File: src/rtl/pong_pkg.sv
// Shared types and default sizing for the DPRAM write path of the pong video engine.
package pong_pkg;

    localparam int DEF_NUM_REQ      = 4;
    localparam int DEF_WRITE_CYCLES = 5;
    localparam int DEF_ADDR_W       = 16;
    localparam int DEF_DATA_W       = 32;

    typedef enum logic [1:0] {
        IDLE  = 2'd0,
        WRITE = 2'd1,
        ACK   = 2'd2
    } arb_state_t;

    // Index width that stays legal even for a single requester.
    function automatic int idx_width(input int n);
        return (n > 1) ? $clog2(n) : 1;
    endfunction

endpackage

File: src/rtl/rr_pick.sv
// Round-robin winner search: first set req bit at or above rr_ptr, wrapping to 0.
module rr_pick
    import pong_pkg::*;
#(
    parameter  int NUM_REQ = DEF_NUM_REQ,
    localparam int IDX_W   = idx_width(NUM_REQ)
) (
    input  logic [NUM_REQ-1:0] req,
    input  logic [IDX_W-1:0]   rr_ptr,
    output logic               valid,
    output logic [IDX_W-1:0]   idx
);

    localparam int SUM_W = IDX_W + 1;

    logic [SUM_W-1:0]   sum_w    [NUM_REQ];
    logic [IDX_W-1:0]   cand_idx [NUM_REQ];
    logic [NUM_REQ-1:0] cand_hit;

    // Candidate gi is the requester gi places above the pointer, modulo NUM_REQ.
    for (genvar gi = 0; gi < NUM_REQ; gi++) begin : g_cand
        assign sum_w[gi]    = {1'b0, rr_ptr} + SUM_W'(gi);
        assign cand_idx[gi] = (sum_w[gi] >= SUM_W'(NUM_REQ))
                              ? IDX_W'(sum_w[gi] - SUM_W'(NUM_REQ))
                              : IDX_W'(sum_w[gi]);
        assign cand_hit[gi] = req[cand_idx[gi]];
    end

    always_comb begin
        valid = 1'b0;
        idx   = '0;
        for (int k = NUM_REQ - 1; k >= 0; k--) begin
            if (cand_hit[k]) begin
                valid = 1'b1;
                idx   = cand_idx[k];
            end
        end
    end

endmodule

File: src/rtl/dpram_write_arbiter.sv
// Round-robin arbiter serialising requester writes into the DPRAM write port,
// holding each write for WRITE_CYCLES cycles and acknowledging it with a single pulse.
module dpram_write_arbiter
    import pong_pkg::*;
#(
    parameter  int NUM_REQ      = DEF_NUM_REQ,
    parameter  int WRITE_CYCLES = DEF_WRITE_CYCLES,
    parameter  int ADDR_W       = DEF_ADDR_W,
    parameter  int DATA_W       = DEF_DATA_W,
    localparam int IDX_W        = idx_width(NUM_REQ)
) (
    input  logic                      clk,
    input  logic                      rst,
    input  logic [NUM_REQ-1:0]        req,
    input  logic [NUM_REQ*ADDR_W-1:0] req_addr,
    input  logic [NUM_REQ*DATA_W-1:0] req_data,
    input  logic                      hold,
    output logic [NUM_REQ-1:0]        ack,
    output logic                      busy,
    output logic [IDX_W-1:0]          grant_id,
    output logic                      wrEnable,
    output logic [ADDR_W-1:0]         wrAddr,
    output logic [DATA_W-1:0]         wrData
);

    localparam int CNT_W = 4;

    arb_state_t         state_reg;
    logic [CNT_W-1:0]   cnt_reg;
    logic [IDX_W-1:0]   rr_ptr_reg;
    logic [IDX_W-1:0]   rr_ptr_next;
    logic [IDX_W-1:0]   grant_id_reg;
    logic               wr_en_reg;
    logic [NUM_REQ-1:0] ack_reg;
    logic [ADDR_W-1:0]  addr_reg;
    logic [DATA_W-1:0]  data_reg;

    logic               pick_valid;
    logic [IDX_W-1:0]   pick_idx;
    logic [ADDR_W-1:0]  addr_arr [NUM_REQ];
    logic [DATA_W-1:0]  data_arr [NUM_REQ];

    for (genvar gi = 0; gi < NUM_REQ; gi++) begin : g_unpack
        assign addr_arr[gi] = req_addr[gi*ADDR_W +: ADDR_W];
        assign data_arr[gi] = req_data[gi*DATA_W +: DATA_W];
    end

    rr_pick #(
        .NUM_REQ (NUM_REQ)
    ) u_rr_pick (
        .req    (req),
        .rr_ptr (rr_ptr_reg),
        .valid  (pick_valid),
        .idx    (pick_idx)
    );

    assign rr_ptr_next = (grant_id_reg == IDX_W'(NUM_REQ - 1)) ? '0 : grant_id_reg + 1'b1;

    // Address/data are captured only at the grant edge, so input changes
    // during WRITE/ACK cannot disturb the write in flight.
    always_ff @(posedge clk) begin
        if (rst) begin
            state_reg    <= IDLE;
            cnt_reg      <= '0;
            rr_ptr_reg   <= '0;
            grant_id_reg <= '0;
            wr_en_reg    <= 1'b0;
            ack_reg      <= '0;
            addr_reg     <= '0;
            data_reg     <= '0;
        end else begin
            ack_reg <= '0;
            case (state_reg)
                IDLE: begin
                    if (pick_valid && !hold) begin
                        state_reg    <= WRITE;
                        cnt_reg      <= '0;
                        grant_id_reg <= pick_idx;
                        addr_reg     <= addr_arr[pick_idx];
                        data_reg     <= data_arr[pick_idx];
                        wr_en_reg    <= 1'b1;
                    end
                end
                WRITE: begin
                    cnt_reg <= cnt_reg + 1'b1;
                    if (cnt_reg == CNT_W'(WRITE_CYCLES - 1)) begin
                        state_reg <= ACK;
                        wr_en_reg <= 1'b0;
                        ack_reg   <= NUM_REQ'(1) << grant_id_reg;
                    end
                end
                ACK: begin
                    state_reg  <= IDLE;
                    rr_ptr_reg <= rr_ptr_next;
                end
                default: begin
                    state_reg <= IDLE;
                    wr_en_reg <= 1'b0;
                end
            endcase
        end
    end

    assign busy     = (state_reg != IDLE);
    assign ack      = ack_reg;
    assign grant_id = grant_id_reg;
    assign wrEnable = wr_en_reg;
    assign wrAddr   = addr_reg;
    assign wrData   = data_reg;

endmodule

File: config.mk
export PLATFORM = sky130hd
export DESIGN_NAME = dpram_write_arbiter
export DESIGN_NICKNAME = d
export VERILOG_FILES = /design/src/rtl/pong_pkg.sv /design/src/rtl/rr_pick.sv /design/src/rtl/dpram_write_arbiter.sv
export SDC_FILE = /design/constraint.sdc
export NUM_CORES = 1
export LEC_CHECK = 0
export BUFFER_PORTS_ARGS = -buffer_cell sky130_fd_sc_hd__buf_4
export CAP_MARGIN = 20
export CORE_ASPECT_RATIO = 1.2
export CORE_MARGIN = 2
export CORE_UTILIZATION = 38
export CTS_CLUSTER_DIAMETER = 120
export DETAILED_ROUTE_END_ITERATION = 16
export PLACE_DENSITY = 0.83
export SYNTH_ARGS = -nofsm -noshare
export SYNTH_HDL_FRONTEND = slang
export SYNTH_SLANG_ARGS = --single-unit
File: constraint.sdc
create_clock -name clk -period 2.06 [get_ports clk]
set_clock_uncertainty 0.15 [all_clocks]
set_input_delay 0.206 -clock clk [delete_from_list [all_inputs] [get_ports clk]]
set_output_delay 0.206 -clock clk [all_outputs]
set_load 0.01 [all_outputs]
==> results of run 1 <==
==> cell usage in the layout, fill, tap and decap left out, types with 4 or more instances in the layout <==
cell / instances
nand3_2: 4
buf_4: 269
nand4_1: 21
a21oi_1: 5
nand2_1: 35
dfxtp_1: 61
buf_12: 8
nand3_1: 58
mux2i_1: 32
o21ai_2: 26
a21boi_0: 29
o211ai_1: 28
a32oi_1: 19
nor2_1: 7
inv_1: 5
dlygate4sd3_1: 80
clkbuf_8: 9
clkbuf_16: 4
and3_1: 29
==> layer usage <==
layer | wire (µm) | track usage, % | vias up | part of all wire [%]
li1 | - | - | 2323 | -
met1 | 6229 | 32.51 | 2343 | 34
met2 | 9189 | 52.95 | 334 | 51
met3 | 1628 | 13.37 | 94 | 9.0
met4 | 1098 | 21.47 | 0 | 6.1
met5 | 0 | 0 | - | 0
==> power breakdown <==
part / internal [µW] / switching [µW]
clock network: 565 / 521
registers: 1310 / 64.6
logic: 643 / 485
total: 2520 / 1070
==> critical path: cells and delay by family (launching register included) <==
family          cells  cell delay, ns
compound gates      2            0.17
buf+inv             2            0.41
flops               1            0.33
simple gates        3            1.04
==> through the flow <==
| step | setup TNS [ns] | std cells |
|---|---|---|
| floorplan | 0 | 440 |
| global placement | 0 | 784 |
| detailed placement | 0 | 784 |
| CTS | 0 | 880 |
| global route | -5.694 | 897 |
| finish | -3.078 | 898 |
==> area by class of cell <==
| class | count | area share [%] |
|---|---|---|
| antenna | 2 | 0.07095 |
| inverter | 5 | 0.2661 |
| sequential | 63 | 17.91 |
| clock buffer | 10 | 1.809 |
| multi-input combinational | 327 | 32.44 |
| tap | 120 | 2.128 |
| timing repair buffer | 365 | 44.36 |
| clock inverter | 6 | 1.011 |
==> timing repair <==
item | 4_1_cts | 5_1_grt
hold buffers | 80 | 0
setup endpoints to repair | 0 | 48
hold endpoints to repair | 25 | 0
gates resized for setup | 0 | 65
setup buffers | 0 | 8
==> worst max-delay path by stage <==
stage / from / end / slack [ns] / depth (start not counted)
after global routing: state_reg[0] / wrData[6] / -0.25 / 7
after detailed placement: state_reg[0] / wrData[8] / 0.06 / 6
after CTS: state_reg[0] / wrData[8] / 0.03 / 6
after floorplan: state_reg[0] / wrAddr[12] / 0.07 / 8
after global placement: state_reg[0] / wrAddr[3] / 0.10 / 6
final: state_reg[0] / wrData[3] / -0.13 / 7
==> cell families (layout without fill, tap and decap cells) <==
kind of cell | Yosys count | in the layout | share of synthesized area, %
compound gates | 116 | 116 | 22.46
buf+inv | 50 | 386 | 6.328
mux | 32 | 32 | 8.901
other cells | 0 | 2 | 0
fa+ha+maj | 3 | 3 | 1.043
xor+xnor | 2 | 2 | 0.4869
simple gates | 174 | 174 | 25.73
flops | 63 | 63 | 35.05
==> impl_metrics.json, run 1 <==
{
  "slew_headroom_pct": 68.28,
  "final_layout_size_suffix_gt1_share_pct": 43.94,
  "fin_nets": 973,
  "crit_arrival_ns": 2.28,
  "antenna_found_initial": 1,
  "die_w_um": 92.84,
  "dpl_worst_slack_ns": 0.05829,
  "largest_reg_flops": 32,
  "core.rowCount": 38,
  "yosysTopAreaCell": "dfxtp_1",
  "period_needed_ns": 2.185,
  "crit_chain": "or2_4 -> or3_4 -> nor4_4 -> buf_6 -> clkbuf_16 -> o21ai_2 -> o211ai_1",
  "ir_worst_vdd_mv": 0.2935,
  "status": "finished, violations left",
  "via_per_inst": 5.673,
  "gp_congestion": 0.9143,
  "core_um2": 9129,
  "area_delta_synth_final_pct": 96.04,
  "synth_top_flop_cell": "dfxtp_1",
  "r2r_setup_slack_ns": -0.13,
  "hold_viol": 0,
  "slowest_delay_ns": 0.40,
  "r2r-end": "wrData[3]",
  "dr.first_iter.drc_count": 352,
  "ys_seq_area_share_pct": 35.05,
  "violations": "setup timing",
  "drc_errors": 0,
  "syn-num-nets": 642,
  "yosys-top-cells-count": "63 x dfxtp_1, 62 x nand3_1, 35 x nand2_1",
  "crit_type": "register to register",
  "crit_slowest_cell": "or3_4",
  "power_uw": 3593,
  "seqCellArea_um2": 1264,
  "fin_worst_hold_slack_ns": 0.01811,
  "timing.rr.start": "state_reg[0]",
  "multi_input_area_um2": 2288,
  "dp_hpwl_um": 10190,
  "end_kind": "register",
  "placed_area_um2": 5688,
  "synth-seq-cells": 63,
  "final.fill_count": 617,
  "clk_pin_slew_ns": 0.08,
  "clock_latency_ns": 0.33,
  "tritoncts": "built",
  "utilization_pct": 77.28,
  "yosysMostFrequentCell": "dfxtp_1",
  "cts_sinks": 63,
  "syn-instance-count": 440,
  "overflow": 0,
  "min_to": "wrData[25]",
  "wl_per_cell_um": 20.21,
  "cp_max_fo": 8,
  "grt_usage_pct": 32.05,
  "num_vias": 5094,
  "avgSynthCellArea_um2": 8.178,
  "htree_levels": 3,
  "worstHoldPathCells": 3,
  "finalSetupViolCount": 46,
  "dieArea_um2": 10270,
  "synth_edf_count": 0,
  "p_leak_uw": 0.003146,
  "io_buffer_count": 254,
  "p_per_area_nw_per_um2": 509.4,
  "min_path_type": "input port to register",
  "hold_path_startpoint": "req_data[25]",
  "fin_ws_ns": -0.1254,
  "syn_area_um2": 3598,
  "fin_crit_sh_pct": 106.1,
  "grt_pass1_wl_um": 25810,
  "fmax_mhz": 457.6,
  "cp.required_ns": 2.16,
  "post-route-cell-area_um2": 7054,
  "clockBufferDepth": 2,
  "cap_viol_max_count": 0,
  "ys_types": 35,
  "synth_area_leaders": "dfxtp_1 35%, mux2i_1 8.9%, nand3_1 8.6%",
  "first_global_vias": 5140,
  "first_pass_iters": 5,
  "cts-root-buf": "clkbuf_8",
  "start_kind": "register",
  "tightest_slew_ns": 0.4758,
  "ant_nets": 0,
  "grt_max_degree": 57,
  "yosysWarnings": 0,
  "start_util_pct": 39.42,
  "synth_top_area_share_pct": 35.05,
  "async_flop_share_pct": 0,
  "die_h_um": 110.6,
  "final_max_slew_viol_count": 0,
  "boundaryPins": 255,
  "reg2reg_depth": 7,
  "rsz0062_at_grt": "yes",
  "cts_buffers": 9,
  "wirelength_um": 18150
}
Note: power is estimated with default switching activity, not from simulation.
==> run 2: changes to the inputs <==
- ABC_AREA: default -> 1
- CORE_UTILIZATION: 38 -> 39
- PLACE_DENSITY: 0.83 -> 0.82
==> run 2 against run 1 <==
Effect of this change: the flow still finishes with violations (setup timing); cell area increased by 7.1%; sequential cell count unchanged; global-route usage decreased by 7.2 points; combinational power increased by 27%; sequential power about the same; sequential share of layout area decreased by 1.2 points; first-iteration DRC count increased by 6.3%; hold slack got worse by 0.0060 ns; clock power increased by 55%; via count increased by 15%; die area increased by 9.1%; largest cell class unchanged; largest power group is now clock.
==> impl_metrics.json, run 2 <==
{
  "r2r-end": "wrData[17]",
  "num_vias": 5836,
  "ys_seq_area_share_pct": 31.18,
  "antenna_found_initial": 0,
  "cp-endpoint": "wrData[17]",
  "synth_top_flop_cell": "dfxtp_1",
  "synth_edf_count": 0,
  "fmax_mhz": 461.0,
  "dieArea_um2": 11210,
  "crit_arrival_ns": 2.24,
  "yosysWarnings": 0,
  "cp-startpoint": "rr_ptr_reg[0]",
  "reg2reg_depth": 13,
  "htree_levels": 3,
  "ir_worst_vdd_mv": 0.5038,
  "r2r_setup_slack_ns": -0.11,
  "overflow": 0,
  "avgSynthCellArea_um2": 6.056,
  "grt_max_degree": 57,
  "hold_viol": 0,
  "fin_crit_sh_pct": 105.3,
  "io_buffer_count": 254,
  "dr.first_iter.drc_count": 374,
  "final_common_cell": "buf_4",
  "rsz0062_at_grt": "yes",
  "ys_types": 24,
  "fin_ws_ns": -0.1093,
  "diodes": 0,
  "status": "finished, violations left",
  "violations": "setup timing",
  "tightest_slew_ns": 0.5674,
  "crit_chain": "xnor2_1 -> nand2_2 -> nand2_2 -> nand2_2 -> nand2_2 -> nor2_4 -> buf_6 -> nor2_4 -> clkbuf_16 -> buf_8 -> nand2_1 -> a21oi_1 -> nor2_1",
  "p_per_area_nw_per_um2": 596.9,
  "cpMostUsedCell": "nand2_2",
  "end_kind": "register",
  "slowest_delay_ns": 0.37,
  "layout_common_cells": "264 x buf_4, 189 x nand2_1, 115 x nand3_1",
  "p_leak_uw": 0.003684,
  "min_path_type": "input port to register",
  "final_max_slew_viol_count": 0,
  "crit_type": "register to register",
  "fin_worst_hold_slack_ns": 0.01212,
  "core_um2": 10060,
  "wirelength_um": 18720,
  "clk_pin_slew_ns": 0.07,
  "boundaryPins": 255,
  "die_h_um": 115.6,
  "syn-num-nets": 870,
  "clockBufferDepth": 2,
  "final_layout_size_suffix_gt1_share_pct": 42.44,
  "grt_usage_pct": 24.84,
  "cp_max_fo": 6,
  "core.rowCount": 40,
  "first_pass_iters": 5,
  "cts_sinks": 63,
  "synth_area_leaders": "dfxtp_1 31%, nand2_1 19%, nand3_1 17%",
  "largest_reg_flops": 32,
  "clock_latency_ns": 0.33,
  "async_flop_share_pct": 0,
  "ant_nets": 0,
  "slew_headroom_pct": 62.13,
  "finalSetupViolCount": 34,
  "gp_congestion": 0.8859,
  "start_util_pct": 40.21,
  "period_needed_ns": 2.169,
  "utilization_pct": 75.11,
  "drc_errors": 0,
  "grt_pass1_wl_um": 22760,
  "fin_tns_setup_ns": -1.552,
  "final.fill_count": 738,
  "synth-seq-cells": 63,
  "cts_buffers": 9,
  "yosysMostFrequentCell": "nand2_1",
  "crit_slowest_cell": "dfxtp_4",
  "timing.rr.start": "rr_ptr_reg[0]",
  "cp.required_ns": 2.13,
  "via_per_inst": 5.379,
  "syn-instance-count": 668,
  "die_w_um": 96.97,
  "area_delta_synth_final_pct": 86.79,
  "first_global_vias": 4737,
  "wl_per_cell_um": 17.25,
  "fin_cells": 1085,
  "cap_viol_max_count": 0,
  "start_kind": "register",
  "syn_area_um2": 4045,
  "yosysTopAreaCell": "dfxtp_1",
  "placed_cells": 1019,
  "placed_area_um2": 6078,
  "tritoncts": "built",
  "post-route-cell-area_um2": 7556,
  "synth_top_area_share_pct": 31.18,
  "dp_hpwl_um": 10520,
  "cts-root-buf": "clkbuf_16",
  "fin_nets": 1156,
  "yosys-top-cells-count": "209 x nand2_1, 139 x nand3_1, 73 x nor2_1"
}
[run 2: cell type report]
class                           count  area, µm²  share of cell area (%)
Tap cell                          126      157.7                   2.086
Clock buffer                        9      225.2                   2.981
Multi-Input combinational cell    533       2734                   36.18
Sequential cell                    63       1266                   16.76
Inverter                           22      90.09                   1.192
Clock inverter                      7      103.9                   1.374
Timing Repair Buffer              325       2979                   39.43
[run 2: worst min path at each step]
stage,slack (ns),cells past startpoint,from,to
floorplan,0.19,2,req_addr[27],wrAddr[11]
global placement,0.28,3,req_data[40],wrData[8]
detailed placement,0.28,3,req_data[32],wrData[0]
CTS,0.02,5,req_data[5],wrData[5]
global route,0.05,5,req_data[2],wrData[2]
finish,0.01,5,req_data[5],wrData[5]
[run 2: kinds of logic after synthesis]
logic type	after synthesis	synth area share [%]
compound gates	97	12.37
xor+xnor	1	0.2166
fa+ha+maj	3	0.9280
buf+inv	73	9.991
flops	63	31.18
simple gates	431	45.31
[run 2: power breakdown]
part           internal [µW]  total (µW)  switching [µW]
logic                    743        1430             686
registers               1320        1390            63.2
clock network           1070        1690             619
[run 2: worst max-delay path, delay by kind of cell, from the launching register on]
family | cells | cell delay, ns
AOI/OAI and AO/OA | 1 | 0.14
xor gates and xnor gates | 1 | 0.28
buffers and inverters | 3 | 0.40
DFF | 1 | 0.37
and+or+nand+nor | 8 | 0.71
[run 2: per-stage QoR]
stage	power, µW	setup slack (ns)
after global placement	2544	0.01568
after detailed placement	2556	-0.07332
final	4510	-0.1093
after floorplan	1970	0.2958
after global routing	4701	-0.2317
after CTS	4269	-0.0006801
[run 2: what timing repair did]
item                                    4_1_cts  5_1_grt
hold buffers                                 20        0
gates resized for setup                       3      109
buffers inserted                              0       11
endpoints found under the hold margin        20        0
endpoints found under the setup margin       47       49
pin swaps                                     0       65
cloned                                        0       19
[run 2: routing by layer]
layer / GRT usage (%) / up-vias / routed length [µm]
met1: 30.41 / 2617 / 7052
li1: - / 2770 / -
met5: 0 / - / 0
met3: 4.524 / 90 / 1578
met2: 42.18 / 359 / 9049
met4: 12.68 / 0 / 1035
